==> src/rtl/div_unit_pkg.sv <==
// rtl/div_unit_pkg.sv - shared widths, state encoding and helpers for div_unit
package div_unit_pkg;

  localparam int REG_BUS        = 32;
  localparam int DOUBLE_REG_BUS = 64;

  localparam logic [REG_BUS-1:0] ZERO_WORD = 32'h0000_0000;

  localparam logic DIV_START            = 1'b1;
  localparam logic DIV_STOP             = 1'b0;
  localparam logic DIV_RESULT_READY     = 1'b1;
  localparam logic DIV_RESULT_NOT_READY = 1'b0;

  localparam logic [5:0] DIV_STEPS = 6'd32;

  typedef enum logic [1:0] {
    DIV_FREE    = 2'b00,
    DIV_BY_ZERO = 2'b01,
    DIV_ON      = 2'b10,
    DIV_END     = 2'b11
  } div_state_e;

  function automatic logic [REG_BUS-1:0] abs_if_signed(input logic is_signed,
                                                       input logic [REG_BUS-1:0] v);
    return (is_signed && v[REG_BUS-1]) ? (~v + 32'd1) : v;
  endfunction

endpackage

==> src/rtl/div_unit.sv <==
// rtl/div_unit.sv - 32-step restoring divider returning {remainder, quotient}
module div_unit
  import div_unit_pkg::*;
(
  input  logic                      clk,
  input  logic                      rst,
  input  logic                      signed_div_i,
  input  logic [REG_BUS-1:0]        opdata1_i,
  input  logic [REG_BUS-1:0]        opdata2_i,
  input  logic                      start_i,
  input  logic                      annul_i,
  output logic [DOUBLE_REG_BUS-1:0] result_o,
  output logic                      ready_o
);

  div_state_e         state, state_next;
  logic [5:0]         cnt;
  logic [64:0]        work;
  logic [REG_BUS-1:0] divisor;
  logic               neg_quot, neg_rem;
  logic [32:0]        diff;
  logic [REG_BUS-1:0] quot_fix, rem_fix;
  logic               accept;

  assign accept   = (start_i == DIV_START) && !annul_i;
  assign diff     = {1'b0, work[63:32]} - {1'b0, divisor};
  assign quot_fix = neg_quot ? (~work[31:0] + 32'd1) : work[31:0];
  assign rem_fix  = neg_rem  ? (~work[64:33] + 32'd1) : work[64:33];

  always_ff @(posedge clk) begin
    if (!rst) begin
      state <= DIV_FREE;
    end else begin
      state <= state_next;
    end
  end

  always_comb begin
    state_next = state;
    case (state)
      DIV_FREE: begin
        if (accept) begin
          state_next = (opdata2_i == ZERO_WORD) ? DIV_BY_ZERO : DIV_ON;
        end
      end
      DIV_BY_ZERO: state_next = DIV_END;
      DIV_ON: begin
        if (annul_i) begin
          state_next = DIV_FREE;
        end else if (cnt == DIV_STEPS) begin
          state_next = DIV_END;
        end
      end
      DIV_END: begin
        if (start_i == DIV_STOP) begin
          state_next = DIV_FREE;
        end
      end
      default: state_next = DIV_FREE;
    endcase
  end

  // Operand magnitudes and result signs are latched once; inputs are ignored afterwards.
  always_ff @(posedge clk) begin
    if (!rst) begin
      cnt      <= 6'd0;
      work     <= 65'd0;
      divisor  <= ZERO_WORD;
      neg_quot <= 1'b0;
      neg_rem  <= 1'b0;
      result_o <= {ZERO_WORD, ZERO_WORD};
      ready_o  <= DIV_RESULT_NOT_READY;
    end else begin
      case (state)
        DIV_FREE: begin
          result_o <= {ZERO_WORD, ZERO_WORD};
          ready_o  <= DIV_RESULT_NOT_READY;
          if (accept && (opdata2_i != ZERO_WORD)) begin
            cnt      <= 6'd0;
            divisor  <= abs_if_signed(signed_div_i, opdata2_i);
            work     <= {32'd0, abs_if_signed(signed_div_i, opdata1_i), 1'b0};
            neg_quot <= signed_div_i && (opdata1_i[31] ^ opdata2_i[31]);
            neg_rem  <= signed_div_i && opdata1_i[31];
          end
        end
        DIV_BY_ZERO: begin
          result_o <= {ZERO_WORD, ZERO_WORD};
          ready_o  <= DIV_RESULT_READY;
        end
        DIV_ON: begin
          if (annul_i) begin
            result_o <= {ZERO_WORD, ZERO_WORD};
            ready_o  <= DIV_RESULT_NOT_READY;
          end else if (cnt < DIV_STEPS) begin
            // Borrow out means the divisor did not fit: shift in a 0 and keep the old partial remainder.
            if (diff[32]) begin
              work <= {work[63:0], 1'b0};
            end else begin
              work <= {diff[31:0], work[31:0], 1'b1};
            end
            cnt <= cnt + 6'd1;
          end else begin
            result_o <= {rem_fix, quot_fix};
            ready_o  <= DIV_RESULT_READY;
          end
        end
        DIV_END: begin
          if (start_i == DIV_STOP) begin
            result_o <= {ZERO_WORD, ZERO_WORD};
            ready_o  <= DIV_RESULT_NOT_READY;
          end
        end
        default: begin
          result_o <= {ZERO_WORD, ZERO_WORD};
          ready_o  <= DIV_RESULT_NOT_READY;
        end
      endcase
    end
  end

endmodule

==> config.mk <==
export PLATFORM = sky130hd
export DESIGN_NAME = div_unit
export DESIGN_NICKNAME = d
export VERILOG_FILES = /design/src/rtl/div_unit_pkg.sv /design/src/rtl/div_unit.sv
export SDC_FILE = /design/constraint.sdc
export NUM_CORES = 1
export LEC_CHECK = 0
export CORE_UTILIZATION = 61
export DETAILED_ROUTE_END_ITERATION = 6
export PLACE_DENSITY = 0.84
export SLEW_MARGIN = 5
export SYNTH_ARGS = -nofsm -noshare
export SYNTH_HDL_FRONTEND = slang
export SYNTH_SLANG_ARGS = --single-unit
==> constraint.sdc <==
create_clock -name clk -period 4.3 [get_ports clk]
set_input_delay 0.43 -clock clk [delete_from_list [all_inputs] [get_ports clk]]
set_output_delay 0.43 -clock clk [all_outputs]
set_load 0.02 [all_outputs]
==> key figures, run 1 <==
Status
  – Outcome: finished, final reports clean

Critical path
  – WS Path Type: register to register
  – CP Max Fanout: 15
  – Worst EP required: 4.66 ns
  – Startpoint Class: register
  – CP Capture Type: register
  – Arrival @ worst endpoint: 3.78 ns

Place
  – Placed inst area: roughly 12000 um2
  – DP HPWL: roughly 22000 um
  – DP Cell Count: ~1700
  – Port buffer count: roughly 130
  – Placer Congestion: around 0.90
  – Post-place setup slack: 0.596 ns

Drt
  – Routed WL: 28800 um
  – Met3 wire len: between 2000 and 2500 um
  – Drt first pass iters: 5
  – Max Used Layer: met4
  – Wire per inst: about 17 um
  – Initial drt markers: 764
  – Post-DRT Antenna Nets: 0
  – DR WL met2: 13300 um
  – M1 wire length: 12900 um
  – Vias per cell: 6.06
  – Vias post-DR: 10513
  – DRC errors left: 0

Cells and area
  – Register Area: approximately 3400 um2
  – Filler cell count: 1342
  – Share of cells above drive strength 1: 0.0444
  – NumNets Final: 1610
  – Commonest non-fill, non-tap cell in the layout: nand2_1
  – Most frequent cells in the layout: 211 x nand2_1, 172 x dfxtp_1, 132 x o21ai_0, 132 x clkdlybuf4s50_1, 85 x a21oi_1
  – Multi-input gate area: around 7000 um2
  – Area grow syn2layout: 18.3%
  – Final instance area: ~13000 um2
  – Ant diodes: 0
  – Non-filler cells, final: 1735

Floorplanning
  – Die area: 18600 um2
  – Num rows: 48
  – Die X: roughly 140 um
  – Ports: approximately 130
  – Die Ht: roughly 140 um
  – Starting Density: 0.632
  – Core Region: roughly 17000 um2

Global route
  – Initial antenna violation count: 0
  – Global-route wire length before repair: ~47000 um
  – Grt ovf: 0
  – Largest net degree at the start of global routing: 69
  – Vias in the first global route: around 9400
  – Tot GR Track Use: 0.317

Synthesis
  – Predominant post-synthesis flop cell: dfxtp_1
  – Average cell area after synthesis: a little under 8 um2
  – Number of synthesized register bits: around 170
  – Number of synthesized flops with an enable pin: 0
  – Sequential share of the synthesized area: 0.312
  – Syn_nets: approximately 1500
  – FFs w/ async S/R, synth: 0
  – Synth Instances: roughly 1400
  – Synth warn: 0
  – Synth cell types: 62
  – Post-Synthesis Cell Area: around 11000 um2

Timing
  – Crit path time final: 3.42 ns
  – Final worst slack: around 0.88 ns
  – Final setup violation count: 0
  – Slew Limit Fails: 0
  – Final Hold Viols: 0
  – Layout Skew: ~0.0087 ns
  – Part of the cycle the worst path needs: 0.795
  – RSZ-0062 raised after global routing: false
  – Relative slew margins: 0.353
  – Worst slew pin tran: between 0.9 and 1 ns
  – Sum Neg Setup Slack: 0 ns
  – Max frequency: between 200 and 300 MHz

Power and ir drop
  – PwrDens: between 400 and 500 nW/um2
  – VDD IR-drop max: around 0.00034 V
  – Static Leak: 0.00517 uW
  – Pwr Total: between 5000 and 6000 uW

Clocking
  – Clock root cell: clkbuf_16
  – Post-CTS setup buffer count: 0
  – Sink Count: between 150 and 200
  – CTS max path bufs: 2
  – Htree depth: 4
  – Cts bufs inserted: 17
  – Worst-path clk slew: around 0.07 ns
  – Post-CTS Hold Fix Bufs: 0
  – Later-pin clock latency in the skew report: about 0.45 ns
  – CTS resizes: 0
  – CTS tree: built

Hold path
  – Hold Crit Class: register to register

Flow run
  – MaxCap Viol Count: 0
==> routing by layer <==
layer / GRT usage / up-vias
met5: 0 / -
met4: 0.101 / 0
met3: 0.0581 / 40
met2: 0.512 / 413
met1: 0.426 / 4913
li1: - / 5147
==> cell families (layout without fill, tap and decap cells) <==
logic type,Yosys count,after routing,share of synthesized area
and+or+nand+nor,460,460,0.203
AOI/OAI and AO/OA,417,417,0.245
DFF,172,172,0.312
xor gates and xnor gates,147,147,0.117
buffers and inverters,145,246,0.0507
adders and majority gates,44,44,0.0506
muxes,24,24,0.0219
==> layout make-up <==
type	instances	share of cell area
multi-input cells	1092	0.540
clock inverters	15	0.0130
inverters	64	0.0184
clock buffers	17	0.0326
well taps	225	0.0216
repair buffers	150	0.111
flip-flops and latches	172	0.264
==> synth_stat cells, drive strengths merged (4+ instances only) <==
library cell  number  share of area
nand2            211          0.072
dfxtp            172           0.31
o21ai            137          0.062
a21oi             85          0.039
xnor2             77          0.061
xor2              70          0.056
clkbuf            66          0.022
inv               64          0.022
nor2              52          0.018
nor2b             47          0.027
ha                43          0.049
a22oi             33          0.022
o211a             32          0.029
a21boi            31          0.021
nand3             29          0.013
nor3              25          0.012
mux2i             23          0.021
o31ai             23          0.016
nand2b            18          0.010
or4               16          0.011
buf               15         0.0065
o41ai             15          0.013
or3               15         0.0085
a21o              14         0.0095
and2              13         0.0074
a32oi              9         0.0071
nor4               9         0.0076
nand4              7         0.0040
o211ai             6         0.0041
a31oi              5         0.0028
and3               4         0.0023
nand3b             4         0.0031
o2111ai            4         0.0032
o21bai             4         0.0027
o31a               4         0.0032
==> where the power goes <==
part           switching [uW]  internal [uW]
logic                    1090            708
registers                 161           1730
clock network             731            831
==> path summary, 6_finish.rpt <==
kind / start / to / slack (ns) / cells after the start
hold reg to reg: result_o[18] / result_o[18] / 0.46 / 2
hold / removal: result_o[18] / result_o[18] / 0.46 / 2
setup reg to reg: work[33] / work[49] / 0.88 / 13
setup / recovery: work[33] / work[49] / 0.88 / 13
==> registers in the layout (all words and copies together) (netlist names) <==
signal	cells
ready_o	1
neg_quot	1
cnt	6
state	2
neg_rem	1
result_o	64
divisor	32
work	65
==> critical path: stages, from the launching register on <==
cell and delay [ns]:
dfxtp_1 0.54, inv_1 0.15, fa_1 0.45, nor2b_1 0.18, o2111ai_1 0.21, nand3_1 0.19
a21o_1 0.23, a211oi_1 0.14, o21ai_1 0.15, buf_4 0.18, and2_1 0.15, buf_4 0.26
mux2_2 0.37, o21ai_1 0.11
==> metrics by stage <==
stage               utilization  hold WS [ns]
CTS                       0.747         0.461
global route              0.747         0.491
floorplan                     -         0.445
detailed placement        0.713         0.445
finish                    0.747         0.459
global placement          0.713         0.438
Power figures use the tool's default switching activity.
==> inputs of run 2 (changes only) <==
--- a/config.mk
+++ b/config.mk
@@ -5,9 +5,9 @@
 export SDC_FILE = /design/constraint.sdc
 export NUM_CORES = 1
 export LEC_CHECK = 0
-export CORE_UTILIZATION = 61
+export CORE_UTILIZATION = 57
 export DETAILED_ROUTE_END_ITERATION = 6
-export PLACE_DENSITY = 0.84
+export PLACE_DENSITY = 0.79
 export SLEW_MARGIN = 5
 export SYNTH_ARGS = -nofsm -noshare
 export SYNTH_HDL_FRONTEND = slang
==> constraint.sdc (replaced) <==
create_clock -name clk -period 3.5 [get_ports clk]
set_input_delay 0.35 -clock clk [delete_from_list [all_inputs] [get_ports clk]]
set_output_delay 0.35 -clock clk [all_outputs]
set_load 0.02 [all_outputs]
==> run 2 against run 1 <==
Highest routed layer unchanged. Register-to-register slack got worse by 0.41 ns. Sequential share of layout area decreased by 0.38 points. Power increased by 21%. Final cell count increased by 3.2%. Clock-buffer cell count increased by 1. Core utilization decreased by 4.4 points. Die area increased by 6.9%. Sequential power increased by 23%. Setup slack got worse by 0.41 ns.
==> key figures, run 2 (synthesized netlist as in run 1, its figures left out) <==
Cells and area
  – Biggest regs: work (65), result_o (64), divisor (32)
  – Ant diodes: 0
  – Largest Register: work
  – Filler cell count: ~1600
  – Final core utilization: 0.704
  – Commonest non-fill, non-tap cell in the layout: nand2_1
  – Share of cells above drive strength 1: 0.0569
  – Register Area: approximately 3400 um2
  – Most frequent cells in the layout: 211 x nand2_1, 172 x dfxtp_1, 132 x o21ai_0, 132 x clkdlybuf4s50_1, 85 x a21oi_1
  – NumNets Final: 1631
  – Max FFs per register: 65
  – Area grow syn2layout: 20.1%
  – Multi-input gate area: 7050 um2
  – Final instance area: 13300 um2

Flow run
  – MaxCap Viol Count: 0

Clocking
  – Cts bufs inserted: 17
  – Sink Count: around 170
  – Htree depth: 4
  – Post-CTS Hold Fix Bufs: 0
  – CTS tree: built
  – Later-pin clock latency in the skew report: roughly 0.43 ns
  – CTS resizes: 0
  – Worst-path clk slew: 0.07 ns
  – Clock root cell: clkbuf_16
  – Post-CTS setup buffer count: 0
  – CTS max path bufs: 2

Global route
  – Vias in the first global route: 9609
  – Initial antenna violation count: 0
  – Met1 Usage GRT: 0.348
  – GR Util met3: 0.0567
  – Global-route wire length before repair: approximately 46000 um
  – GR met2 Demand/Resource: 0.495
  – Grt ovf: 0
  – Tot GR Track Use: 0.282
  – Largest net degree at the start of global routing: between 60 and 70
  – Most Crowded Layer GR: met2

Floorplanning
  – Num rows: 50
  – Die area: around 20000 um2
  – Starting Density: 0.586
  – Die X: around 140 um
  – Core Region: ~19000 um2
  – Die Ht: between 100 and 150 um
  – Ports: around 130

Critical path
  – Delay-heaviest family, CP: compound AO/OA/AOI/OAI gates
  – R2R depth: 12
  – Arrival @ worst endpoint: 3.34 ns
  – Slowest-stage cell, CP: or3_1
  – Slowest stage delay, CP: between 0.3 and 0.4 ns
  – WS Path Type: register to register
  – R2R setup slack: around 0.48 ns
  – Worst EP required: 3.81 ns
  – CP Max Fanout: 4
  – Startpoint Class: register
  – Worst reg2reg endpoint: work[64]
  – Crit-path cells: inv_1 -> ha_1 -> a21o_1 -> or3_1 -> o21ai_0 -> buf_4 -> o211ai_1 -> o221ai_1 -> a21oi_1 -> or3_1 -> a31oi_1 -> o21ai_0
  – Worst reg2reg startpoint: divisor[4]
  – CP Capture Type: register
  – CP Buf/Inv Count: 2

Drt
  – Routed WL: ~28000 um
  – Initial drt markers: between 600 and 700
  – Post-DRT Antenna Nets: 0
  – Vias post-DR: a little over 10000
  – DRC errors left: 0
  – Vias per cell: roughly 5.8
  – Wire per inst: about 15 um
  – Drt first pass iters: 5

Timing
  – Slew Limit Fails: 0
  – Relative slew margins: 0.341
  – RSZ-0062 raised after global routing: false
  – Sum Neg Setup Slack: 0 ns
  – Layout Skew: roughly 0.0092 ns
  – Final Hold Viols: 0
  – Worst slew pin tran: a little under 1 ns
  – Final setup violation count: 0
  – Crit path time final: 3.02 ns
  – Max frequency: 331 MHz
  – Part of the cycle the worst path needs: 0.864
  – Final hold slack: between 0.3 and 0.4 ns

Hold path
  – Hold path endpoint: result_o[32]
  – Hold_sp: rst
  – Hold Crit Class: input port to register
  – Hold Path Depth: 2

Place
  – Placer Congestion: 0.929
  – Port buffer count: between 100 and 150
  – Placed inst area: roughly 13000 um2
  – DP HPWL: 20500 um

Power and ir drop
  – PwrDens: between 400 and 500 nW/um2
  – VDD IR-drop max: about 0.00037 V
  – Static Leak: 0.00527 uW

Status
  – Outcome: finished, final reports clean
==> run 2: cell types whose count changed in the layout (fill, tap and decap cells not counted) <==
cell        previous run  this run
clkinv_2               0         4
inv_6                  5         3
buf_12                 0         2
clkinvlp_4             2         1
buf_4                 17        36
clkinv_8               1         0
inv_8                  5         0
clkinv_4               1         4
clkbuf_8               0         1
==> run 2: worst max path at each step <==
stage                 startpoint       end  slack, ns  cells past startpoint
global placement    opdata1_i[5]  work[27]       0.27                      9
detailed placement  opdata1_i[5]  work[21]       0.22                     10
finish                divisor[4]  work[64]       0.48                     12
global route          divisor[4]  work[64]       0.27                     12
CTS                   divisor[4]  work[64]       0.47                     12
floorplan               work[32]  work[45]       0.57                     14
==> run 2: worst register-to-register path, delay by kind of cell, from the launching register on <==
family	cells	cell delay, ns
AOI/OAI and AO/OA	7	1.36
adders and majority gates	1	0.34
buffers and inverters	2	0.20
DFF	1	0.33
and+or+nand+nor	2	0.69
==> run 2: final cells by class <==
class,count,share of cell area
Clock buffer,18,0.0331
Clock inverter,13,0.00897
Inverter,64,0.0181
Multi-Input combinational cell,1092,0.532
Sequential cell,172,0.260
Tap cell,260,0.0246
Timing Repair Buffer,171,0.124
==> run 2: metrics by stage <==
step	power (uW)	cells	worst slack, ns
after floorplan	3930	1409	0.565
after global placement	4520	1759	0.266
after detailed placement	4560	1759	0.218
after CTS	6370	1790	0.466
after global routing	6750	1790	0.266
final	6370	1790	0.475
==> run 2: power breakdown <==
group	total, uW	switching, uW	internal, uW	leakage, uW
clock network	1810	813	1000	0.000277
logic	2240	1330	916	0.00360
registers	2320	192	2130	0.00139
==> run 2: routing by layer <==
metal / vias up / part of all wire
met5: - / 0
met4: 0 / 0.017
met3: 40 / 0.057
met2: 324 / 0.49
met1: 4756 / 0.44
li1: 5174 / -
==> inputs of run 3 (changes only) <==
--- a/config.mk
+++ b/config.mk
@@ -5,8 +5,10 @@
 export SDC_FILE = /design/constraint.sdc
 export NUM_CORES = 1
 export LEC_CHECK = 0
+export ABC_CLOCK_PERIOD_IN_PS = 3500
 export CORE_UTILIZATION = 57
 export DETAILED_ROUTE_END_ITERATION = 6
+export GPL_ROUTABILITY_DRIVEN = 0
 export PLACE_DENSITY = 0.79
 export SLEW_MARGIN = 5
 export SYNTH_ARGS = -nofsm -noshare
==> run 3 against run 2 <==
Setup slack lost 0.16 ns. Critical path depth is 1 higher. Non-clock buffer count down 2. Routed wire length increased by 0.32%. Core utilization is 0.10 points higher. Cell area increased by 0.14%. Via count is 0.91% higher. Final cell count is 0.11% lower. Largest power group unchanged.
==> key figures, run 3 (synthesized netlist as in run 1, its figures left out) <==
Status
  – Outcome: finished, final reports clean

Cells and area
  – NumNets Final: about 1600
  – Biggest regs: work (65), result_o (64), divisor (32)
  – Area grow syn2layout: 20.2%
  – Largest Register: work
  – Non-filler cells, final: around 1800
  – Most frequent cells in the layout: 211 x nand2_1, 172 x dfxtp_1, 132 x o21ai_0, 132 x clkdlybuf4s50_1, 85 x a21oi_1
  – Commonest non-fill, non-tap cell in the layout: nand2_1
  – Max FFs per register: 65
  – Ant diodes: 0
  – Final core utilization: 0.705
  – Share of cells above drive strength 1: 0.0556

Global route
  – Largest net degree at the start of global routing: just under 70
  – Initial antenna violation count: 0
  – Tot GR Track Use: 0.284
  – Grt ovf: 0
  – Global-route wire length before repair: 45900 um
  – Vias in the first global route: 9467

Power and ir drop
  – Seq pwr share: 0.359
  – Static Leak: around 0.0053 uW
  – Int Pwr: just over 4000 uW
  – Clk pwr share: 0.295
  – Sw Ratio: 0.360
  – Switching power: 2320 uW
  – PwrDens: approximately 490 nW/um2
  – Combinational share of power: 0.346
  – VDD IR-drop max: ~0.00033 V
  – Pwr Total: between 6000 and 7000 uW

Floorplanning
  – Starting Density: 0.586
  – Core Region: 18800 um2
  – Die area: approximately 20000 um2
  – Ports: 134
  – Die X: roughly 140 um
  – Die Ht: roughly 140 um
  – Num rows: 50

Critical path
  – CP Buf/Inv Count: 2
  – Slowest-stage cell, CP: fa_1
  – WS Path Type: register to register
  – Startpoint Class: register
  – Worst EP required: ~3.8 ns
  – CP Max Fanout: 15
  – CP Capture Type: register
  – Crit-path cells: inv_1 -> ha_1 -> fa_1 -> nor2b_1 -> o2111ai_1 -> nand3_1 -> a21o_1 -> a211oi_1 -> o21ai_1 -> and2_1 -> buf_12 -> mux2i_1 -> o21ai_0
  – Arrival @ worst endpoint: around 3.5 ns
  – Slowest stage delay, CP: 0.43 ns
  – Delay-heaviest family, CP: compound AO/OA/AOI/OAI gates

Timing
  – Sum Neg Setup Slack: 0 ns
  – Final Hold Viols: 0
  – Final setup violation count: 0
  – Worst slew pin tran: between 0.9 and 1 ns
  – Slew Limit Fails: 0
  – RSZ-0062 raised after global routing: false
  – Part of the cycle the worst path needs: 0.909
  – Max frequency: about 310 MHz
  – Layout Skew: 0.0114 ns
  – Relative slew margins: 0.348
  – Crit path time final: ~3.2 ns

Drt
  – Wire per inst: approximately 16 um
  – Routed WL: 27700 um
  – Vias per cell: just under 6
  – DRC errors left: 0
  – Vias post-DR: between 10000 and 15000
  – Initial drt markers: ~620
  – Drt first pass iters: 5
  – Post-DRT Antenna Nets: 0

Clocking
  – Worst-path clk slew: 0.07 ns
  – CTS resizes: 0
  – Cts bufs inserted: 17
  – CTS max path bufs: 2
  – Later-pin clock latency in the skew report: between 0.4 and 0.5 ns
  – Sink Count: around 170
  – Post-CTS Hold Fix Bufs: 0
  – Clock root cell: clkbuf_16
  – Post-CTS setup buffer count: 0
  – Htree depth: 4
  – CTS tree: built

Place
  – DP HPWL: slightly above 20000 um
  – DP Cell Count: 1757
  – Port buffer count: approximately 130

Hold path
  – Hold Crit Class: input port to register

Flow run
  – MaxCap Viol Count: 0
run 3: cell types whose count changed in the layout (fill, tap and decap cells not counted), sizes merged:
cell,before,now
buf,39,37
clkinv,8,3
bufinv,1,2
clkinvlp,1,4
clkbuf,18,19
run 3: cell type report:
cell class / count / area [um2]
Clock buffer: 19 / 453
Fill cell: 1556 / 5560
Timing Repair Buffer: 169 / 1620
Inverter: 64 / 240
Multi-Input combinational cell: 1092 / 7050
Tap cell: 260 / 325
Clock inverter: 12 / 139
Sequential cell: 172 / 3440
run 3: power by group through the flow:
stage	combinational [uW]	clock (uW)	sequential, uW
3_5_place_dp	2190	0	2360
5_1_grt	2480	2010	2340
4_1_cts	2220	1920	2310
3_3_place_gp	2150	0	2350
6_report	2230	1900	2320
2_1_floorplan	1630	0	2310
run 3: through the flow:
step / setup WS, ns / hold slack (ns) / area, um2
after CTS: 0.333 / 0.310 / 13300
after global placement: 0.0957 / 0.438 / 12700
after detailed placement: 0.0750 / 0.441 / 12700
final: 0.320 / 0.316 / 13300
after floorplan: 0.565 / 0.445 / 11000
after global routing: 0.167 / 0.321 / 13300
run 3: metal layers:
metal | routed length [um] | global-route usage | up-vias
li1 | - | - | 5180
met1 | 11900 | 0.353 | 4836
met2 | 13700 | 0.500 | 324
met3 | 1540 | 0.0438 | 48
met4 | 535 | 0.0904 | 0
met5 | 0 | 0 | -
run 3: path summary, 6_finish.rpt:
check,start,endpoint,slack [ns],depth (start not counted)
worst max-delay path,work[32],work[41],0.32,13
worst min register to register,result_o[62],result_o[62],0.45,2
worst min-delay path,rst,state[0],0.32,2
worst max register to register,work[32],work[41],0.32,13
